**src/rtl/fifo_pkg.sv**
```systemverilog
// Shared definitions for the RAM-backed FIFO controller: FSM state
// encoding and the almost-full margin used by the optional level outputs.
package fifo_pkg;

  typedef enum logic [1:0] {
    RUN    = 2'd0,
    FREEZE = 2'd1,
    FLUSH  = 2'd2
  } fifo_state_e;

  localparam int ALMOST_FULL_MARGIN = 4;

endpackage

```
**src/rtl/ram_fifo_ctrl.sv**
```systemverilog
// FIFO controller in front of an external simple dual-port block RAM
// (registered read address, 1-cycle read latency).
// The RAM read address is steered one entry ahead on pop cycles so the
// head word is always waiting on ram_r_data.
// Optional feature: define RAM_FIFO_LEVEL_EN to add the level and
// almost_full outputs.
module ram_fifo_ctrl
  import fifo_pkg::*;
#(
  parameter int ADDR_WIDTH = 12,
  parameter int DATA_WIDTH = 32,
  parameter int WORDS      = 4096
) (
  input  logic                  clk,
  input  logic                  rst,
  input  logic                  in_valid,
  output logic                  in_ready,
  input  logic [DATA_WIDTH-1:0] in_data,
  output logic                  out_valid,
  input  logic                  out_ready,
  output logic [DATA_WIDTH-1:0] out_data,
  input  logic                  freeze,
  input  logic                  flush,
  output logic                  frozen,
  output logic                  ram_we,
  output logic [ADDR_WIDTH-1:0] ram_w_addr,
  output logic [DATA_WIDTH-1:0] ram_w_data,
  output logic [ADDR_WIDTH-1:0] ram_r_addr,
  input  logic [DATA_WIDTH-1:0] ram_r_data
`ifdef RAM_FIFO_LEVEL_EN
  ,
  output logic [ADDR_WIDTH:0]   level,
  output logic                  almost_full
`endif
);

  localparam logic [ADDR_WIDTH:0]   FULL_COUNT = (ADDR_WIDTH+1)'(WORDS);
  localparam logic [ADDR_WIDTH:0]   ZERO_COUNT = {(ADDR_WIDTH+1){1'b0}};
  localparam logic [ADDR_WIDTH:0]   ONE_COUNT  = (ADDR_WIDTH+1)'(1);
  localparam logic [ADDR_WIDTH-1:0] ZERO_PTR   = {ADDR_WIDTH{1'b0}};
  localparam logic [ADDR_WIDTH-1:0] ONE_PTR    = (ADDR_WIDTH)'(1);

  fifo_state_e           r_state;
  logic                  r_frozen;
  logic [ADDR_WIDTH-1:0] r_wr_ptr;
  logic [ADDR_WIDTH-1:0] r_rd_ptr;
  logic [ADDR_WIDTH:0]   r_count;

  logic                  w_push;
  logic                  w_pop;
  logic [ADDR_WIDTH:0]   w_count_nxt;

  // Handshake decode; in_ready is held low for the whole time rst is high.
  always_comb begin
    in_ready   = (!rst) && (r_state == RUN) && (r_count != FULL_COUNT);
    out_valid  = (r_state == RUN) && (r_count != ZERO_COUNT);
    w_push     = in_valid && in_ready;
    w_pop      = out_valid && out_ready;
    out_data   = ram_r_data;
    frozen     = r_frozen;
    ram_we     = w_push;
    ram_w_addr = r_wr_ptr;
    ram_w_data = in_data;
    if (w_pop) begin
      ram_r_addr = r_rd_ptr + ONE_PTR;
    end else begin
      ram_r_addr = r_rd_ptr;
    end
  end

  // Next occupancy: push/pop adjust in RUN, FLUSH empties, FREEZE holds.
  always_comb begin
    w_count_nxt = r_count;
    case (r_state)
      RUN: begin
        case ({w_push, w_pop})
          2'b10:   w_count_nxt = r_count + ONE_COUNT;
          2'b01:   w_count_nxt = r_count - ONE_COUNT;
          default: w_count_nxt = r_count;
        endcase
      end
      FLUSH:   w_count_nxt = ZERO_COUNT;
      default: w_count_nxt = r_count;
    endcase
  end

  // Control FSM with pointers, count and the registered frozen flag.
  always_ff @(posedge clk or posedge rst) begin
    if (rst) begin
      r_state  <= RUN;
      r_frozen <= 1'b0;
      r_wr_ptr <= ZERO_PTR;
      r_rd_ptr <= ZERO_PTR;
      r_count  <= ZERO_COUNT;
    end else begin
      r_count <= w_count_nxt;
      case (r_state)
        RUN: begin
          if (w_push) begin
            r_wr_ptr <= r_wr_ptr + ONE_PTR;
          end
          if (w_pop) begin
            r_rd_ptr <= r_rd_ptr + ONE_PTR;
          end
          if (flush) begin
            r_state  <= FLUSH;
            r_frozen <= 1'b0;
          end else if (freeze) begin
            r_state  <= FREEZE;
            r_frozen <= 1'b1;
          end else begin
            r_state  <= RUN;
            r_frozen <= 1'b0;
          end
        end
        FREEZE: begin
          if (flush) begin
            r_state  <= FLUSH;
            r_frozen <= 1'b0;
          end else if (!freeze) begin
            r_state  <= RUN;
            r_frozen <= 1'b0;
          end else begin
            r_state  <= FREEZE;
            r_frozen <= 1'b1;
          end
        end
        FLUSH: begin
          r_wr_ptr <= ZERO_PTR;
          r_rd_ptr <= ZERO_PTR;
          r_state  <= RUN;
          r_frozen <= 1'b0;
        end
        default: begin
          r_state  <= RUN;
          r_frozen <= 1'b0;
        end
      endcase
    end
  end

`ifdef RAM_FIFO_LEVEL_EN
  localparam logic [ADDR_WIDTH:0] AF_LEVEL = (ADDR_WIDTH+1)'(WORDS - ALMOST_FULL_MARGIN);

  logic r_almost_full;

  // Almost-full tracks the next count so it lines up with the count register.
  always_ff @(posedge clk or posedge rst) begin
    if (rst) begin
      r_almost_full <= 1'b0;
    end else begin
      r_almost_full <= (w_count_nxt >= AF_LEVEL);
    end
  end

  assign level       = r_count;
  assign almost_full = r_almost_full;
`endif

endmodule

```
**config.mk**
```make
export PLATFORM = sky130hd
export DESIGN_NAME = ram_fifo_ctrl
export DESIGN_NICKNAME = d
export VERILOG_FILES = /design/src/rtl/fifo_pkg.sv /design/src/rtl/ram_fifo_ctrl.sv
export SDC_FILE = /design/constraint.sdc
export NUM_CORES = 1
export LEC_CHECK = 0
export CORE_UTILIZATION = 36
export CTS_CLUSTER_SIZE = 30
export DETAILED_ROUTE_END_ITERATION = 12
export GPL_ROUTABILITY_DRIVEN = 0
export GPL_TIMING_DRIVEN = 0
export PLACE_DENSITY = 0.79
export SETUP_SLACK_MARGIN = 0.15
export SYNTH_ARGS = -nofsm -noshare
export SYNTH_HDL_FRONTEND = slang
export SYNTH_SLANG_ARGS = --single-unit
```
**constraint.sdc**
```tcl
create_clock -name clk -period 3.3 [get_ports clk]
set_input_delay 0.99 -clock clk [delete_from_list [all_inputs] [get_ports clk]]
set_output_delay 0.99 -clock clk [all_outputs]
set_load 0.005 [all_outputs]
```
==> run_results.csv <==
group,metric,value,unit
clock_tree,cts_max_path_buffers,2,
detailed_routing,drt-initial-drc-count,94,
cells_and_area,nNetsFinal,538,
clock_tree,cts_tree,"done",
detailed_routing,wl_per_cell,14.0,µm
timing,grt_setup_unrepaired,"true",
timing,maxSlewViolCount,0,
job,maxCapViolations,0,
place,placed_area,4120,µm²
floorplanning,core,7810,µm²
clock_tree,clock_latency,300,ps
floorplanning,start_util,37.5,%
cells_and_area,utilization,61.1,%
worst_setup_path,cpPeakStageDelay,430,ps
floorplanning,die_w,92.2,µm
worst_setup_path,arrival,2180,ps
yosys,synth_area,2930,µm²
detailed_routing,viasPerCell,4.98,
yosys,synth_flop_cell,"dfrtp_1",
grt,grt.total_usage,18.1,%
yosys,ys_warn_count,0,
yosys,yosysTopAreaCell,"dfrtp_1",
grt,grt_start_max_net_pins,40,
yosys,synth-edff-count,0,
floorplanning,placementRows,32,
worst_setup_path,criticalPathCategory,"reg2out",
place,portBuffers,97,
clock_tree,hold_buffers,0,
yosys,ys_types,47,
timing,whs,530,ps
worst_setup_path,setup.worst_path.end_class,"primary output",
yosys,synth_top_area_share,33.3,%
grt,grt_pass1_vias,2763,
yosys,synth_cells,312,
timing,maxSlewHeadroom,45.3,%
power_and_ir_drop,power_density,469,nW/µm²
floorplanning,die_y,92.2,µm
detailed_routing,dr_total_vias,2776,
cells_and_area,stdcell_count,557,
cells_and_area,design_area,4770,µm²
clock_tree,root_buffer,"clkbuf_8",
worst_setup_path,crit_fanout,5,
run_status,status,"finished clean",
power_and_ir_drop,peakVddDrop,0.218,mV
detailed_routing,ant_nets,0,
place,placed_cells,511,
grt,grt_antenna_before_repair,0,
timing,hold_viol,0,
power_and_ir_drop,p_leak,2.17,nW
detailed_routing,drc,0,
timing,min_period,3170,ps
clock_tree,numClockSinks,39,
yosys,async_reset_ff_share,100,%
worst_setup_path,path_cells,"nor4_4 -> and4b_1 -> buf_6 -> buf_4 -> nor4_4 -> buf_4 -> nand3_2 -> xnor2_1 -> clkdlybuf4s15_1",
worst_hold_path,hold_path_class,"reg2reg",
cells_and_area,syn_to_final_growth,62.7,%
yosys,ys_seq_area_share,33.3,%
yosys,synth.area.top_cells,"dfrtp_1 33%, buf_4 16%, ha_1 5.5%",
cells_and_area,n_antenna_cell,0,
yosys,synth_area_per_cell,9.40,µm²
timing,finalSetupViolations,0,
grt,grt_pass1_wl,12500,µm
yosys,syn_nets,396,
timing,finClkSkew,7.47,ps
clock_tree,h-tree-depth,2,
detailed_routing,routed_wl,7780,µm
worst_setup_path,start_kind,"register",
timing,tightest_slew,820,ps
timing,fmax,315,MHz
clock_tree,path_clk_slew,80,ps
cells_and_area,drive_above_1_share,41.3,%
worst_setup_path,slowest_stage,"dfrtp_2",
timing,post-route-period-util,96.2,%
detailed_routing,dr.pass1.iters,5,
yosys,ys_seq_elements,39,
floorplanning,fp.dieArea,8510,µm²
clock_tree,numCtsBuffers,5,
place,post-dp-hpwl,5210,µm
worst_setup_path,crit_required,2310,ps
floorplanning,ios,162,
grt,grt_overflow,0,
==> flip-flops by register name, summed over array words and instances, names as in the netlist <==
| name | flops |
|---|---|
| frozen | 1 |
| r_count | 13 |
| r_rd_ptr | 12 |
| r_state | 1 |
| ram_w_addr | 12 |
==> placed cells by master, fill, tap and decap left out, types with 3 or more instances in the layout <==
| cell type | instances |
|---|---|
| buf_4 | 98 |
| clkdlybuf4s50_1 | 81 |
| dfrtp_1 | 28 |
| nand2_1 | 20 |
| xor2_1 | 13 |
| nor2_1 | 12 |
| xnor2_1 | 11 |
| dfrtp_2 | 11 |
| nand4_1 | 10 |
| a21oi_1 | 10 |
| buf_6 | 9 |
| o21ai_0 | 9 |
| dlygate4sd2_1 | 9 |
| a22o_1 | 8 |
| ha_4 | 7 |
| a22o_2 | 6 |
| clkbuf_8 | 6 |
| and3_1 | 5 |
| nor3_1 | 5 |
| ha_1 | 5 |
| nor4_4 | 4 |
| nor2_4 | 4 |
| or3_1 | 4 |
| buf_2 | 4 |
| nand2_4 | 3 |
| nand3_1 | 3 |
| a21o_1 | 3 |
| a21oi_2 | 3 |
| o21ai_2 | 3 |
| mux2i_1 | 3 |
| inv_1 | 3 |
| o31ai_1 | 3 |
| o21ai_1 | 3 |
| o21a_1 | 3 |
==> routing by layer <==
metal  track usage, %  share of wire (%)  vias to the layer above
met5                0                  0                        -
met4             5.99                1.3                        0
met3             3.65                5.0                       13
met2             33.6                 55                      106
met1             20.4                 38                     1327
li1                 -                  -                     1330
==> where the power goes <==
group / internal, mW / leakage (nW) / switching, mW
clock: 0.245 / 0.0612 / 0.180
sequential: 0.567 / 0.509 / 0.117
combinational: 0.635 / 1.60 / 0.496
total: 1.45 / 2.17 / 0.792
==> final cells by class <==
type / count / area [µm²]
fill: 632 / 3040
multi-input combinational: 196 / 1700
timing repair buffer: 135 / 1260
sequential: 39 / 990
buffer: 72 / 556
tap: 102 / 128
clock buffer: 6 / 82.6
clock inverter: 2 / 35.0
inverter: 5 / 18.8
==> worst max-delay path: cells and delay by family (launching register included) <==
family / cells / cell delay [ps]
simple gates: 4 / 710
buf+inv: 4 / 620
flops: 1 / 430
xor+xnor: 1 / 110
==> synthesized netlist by cell type, types with 2 or more instances <==
cell type / n
and3_1: 5
inv_1: 4
mux2i_1: 3
dfrtp_1: 39
o21ai_0: 15
a211oi_1: 4
nor2_1: 15
buf_6: 4
nor3_1: 7
o21a_1: 3
nand3_1: 5
o41ai_1: 2
a21oi_1: 14
clkbuf_1: 2
and2_1: 3
nor2_4: 2
nand2_1: 23
mux2_2: 2
nand4_1: 10
a21o_1: 3
o31ai_1: 3
a22o_1: 8
buf_4: 64
and4_1: 2
or3_1: 4
xnor2_1: 13
ha_1: 13
a22o_2: 6
xor2_1: 13
buf_2: 2
nor4_2: 3
==> logic make-up (layout without fill, tap and decap cells) <==
family	after synthesis	in the layout	synth area share, %
and+or+nand+nor	88	88	16.6
buffers and inverters	77	220	19.2
AOI/OAI and AO/OA	63	63	15.1
DFF	39	39	33.3
xor gates and xnor gates	26	26	7.77
adders and majority gates	14	14	6.23
muxes	5	5	1.79
==> worst paths after layout <==
path	from	end	slack, ps	cells past startpoint
max	r_count[10]	ram_r_addr[11]	130	9
min	r_rd_ptr[3]	r_rd_ptr[3]	530	1
max reg2reg	r_count[10]	r_count[12]	140	16
min reg2reg	r_rd_ptr[3]	r_rd_ptr[3]	530	1
max in group asynchronous	rst	r_rd_ptr[3]	1860	2
min in group asynchronous	rst	r_count[6]	860	2
==> what timing repair did <==
item	4_1_cts	5_1_grt
gates resized for setup	74	20
setup endpoints to repair	24	11
cloned	1	0
buffers inserted	30	7
pin swaps	24	15
==> metrics by stage <==
stage	total power [mW]	TNS, ps	setup slack (ps)
3_3_place_gp	1.47	-10220	-740
5_1_grt	2.38	0	45.9
6_report	2.24	0	126
3_5_place_dp	1.50	-11250	-821
2_1_floorplan	1.25	0	101
4_1_cts	2.17	0	63.2
No activity file was read; power rests on OpenSTA's default activity.
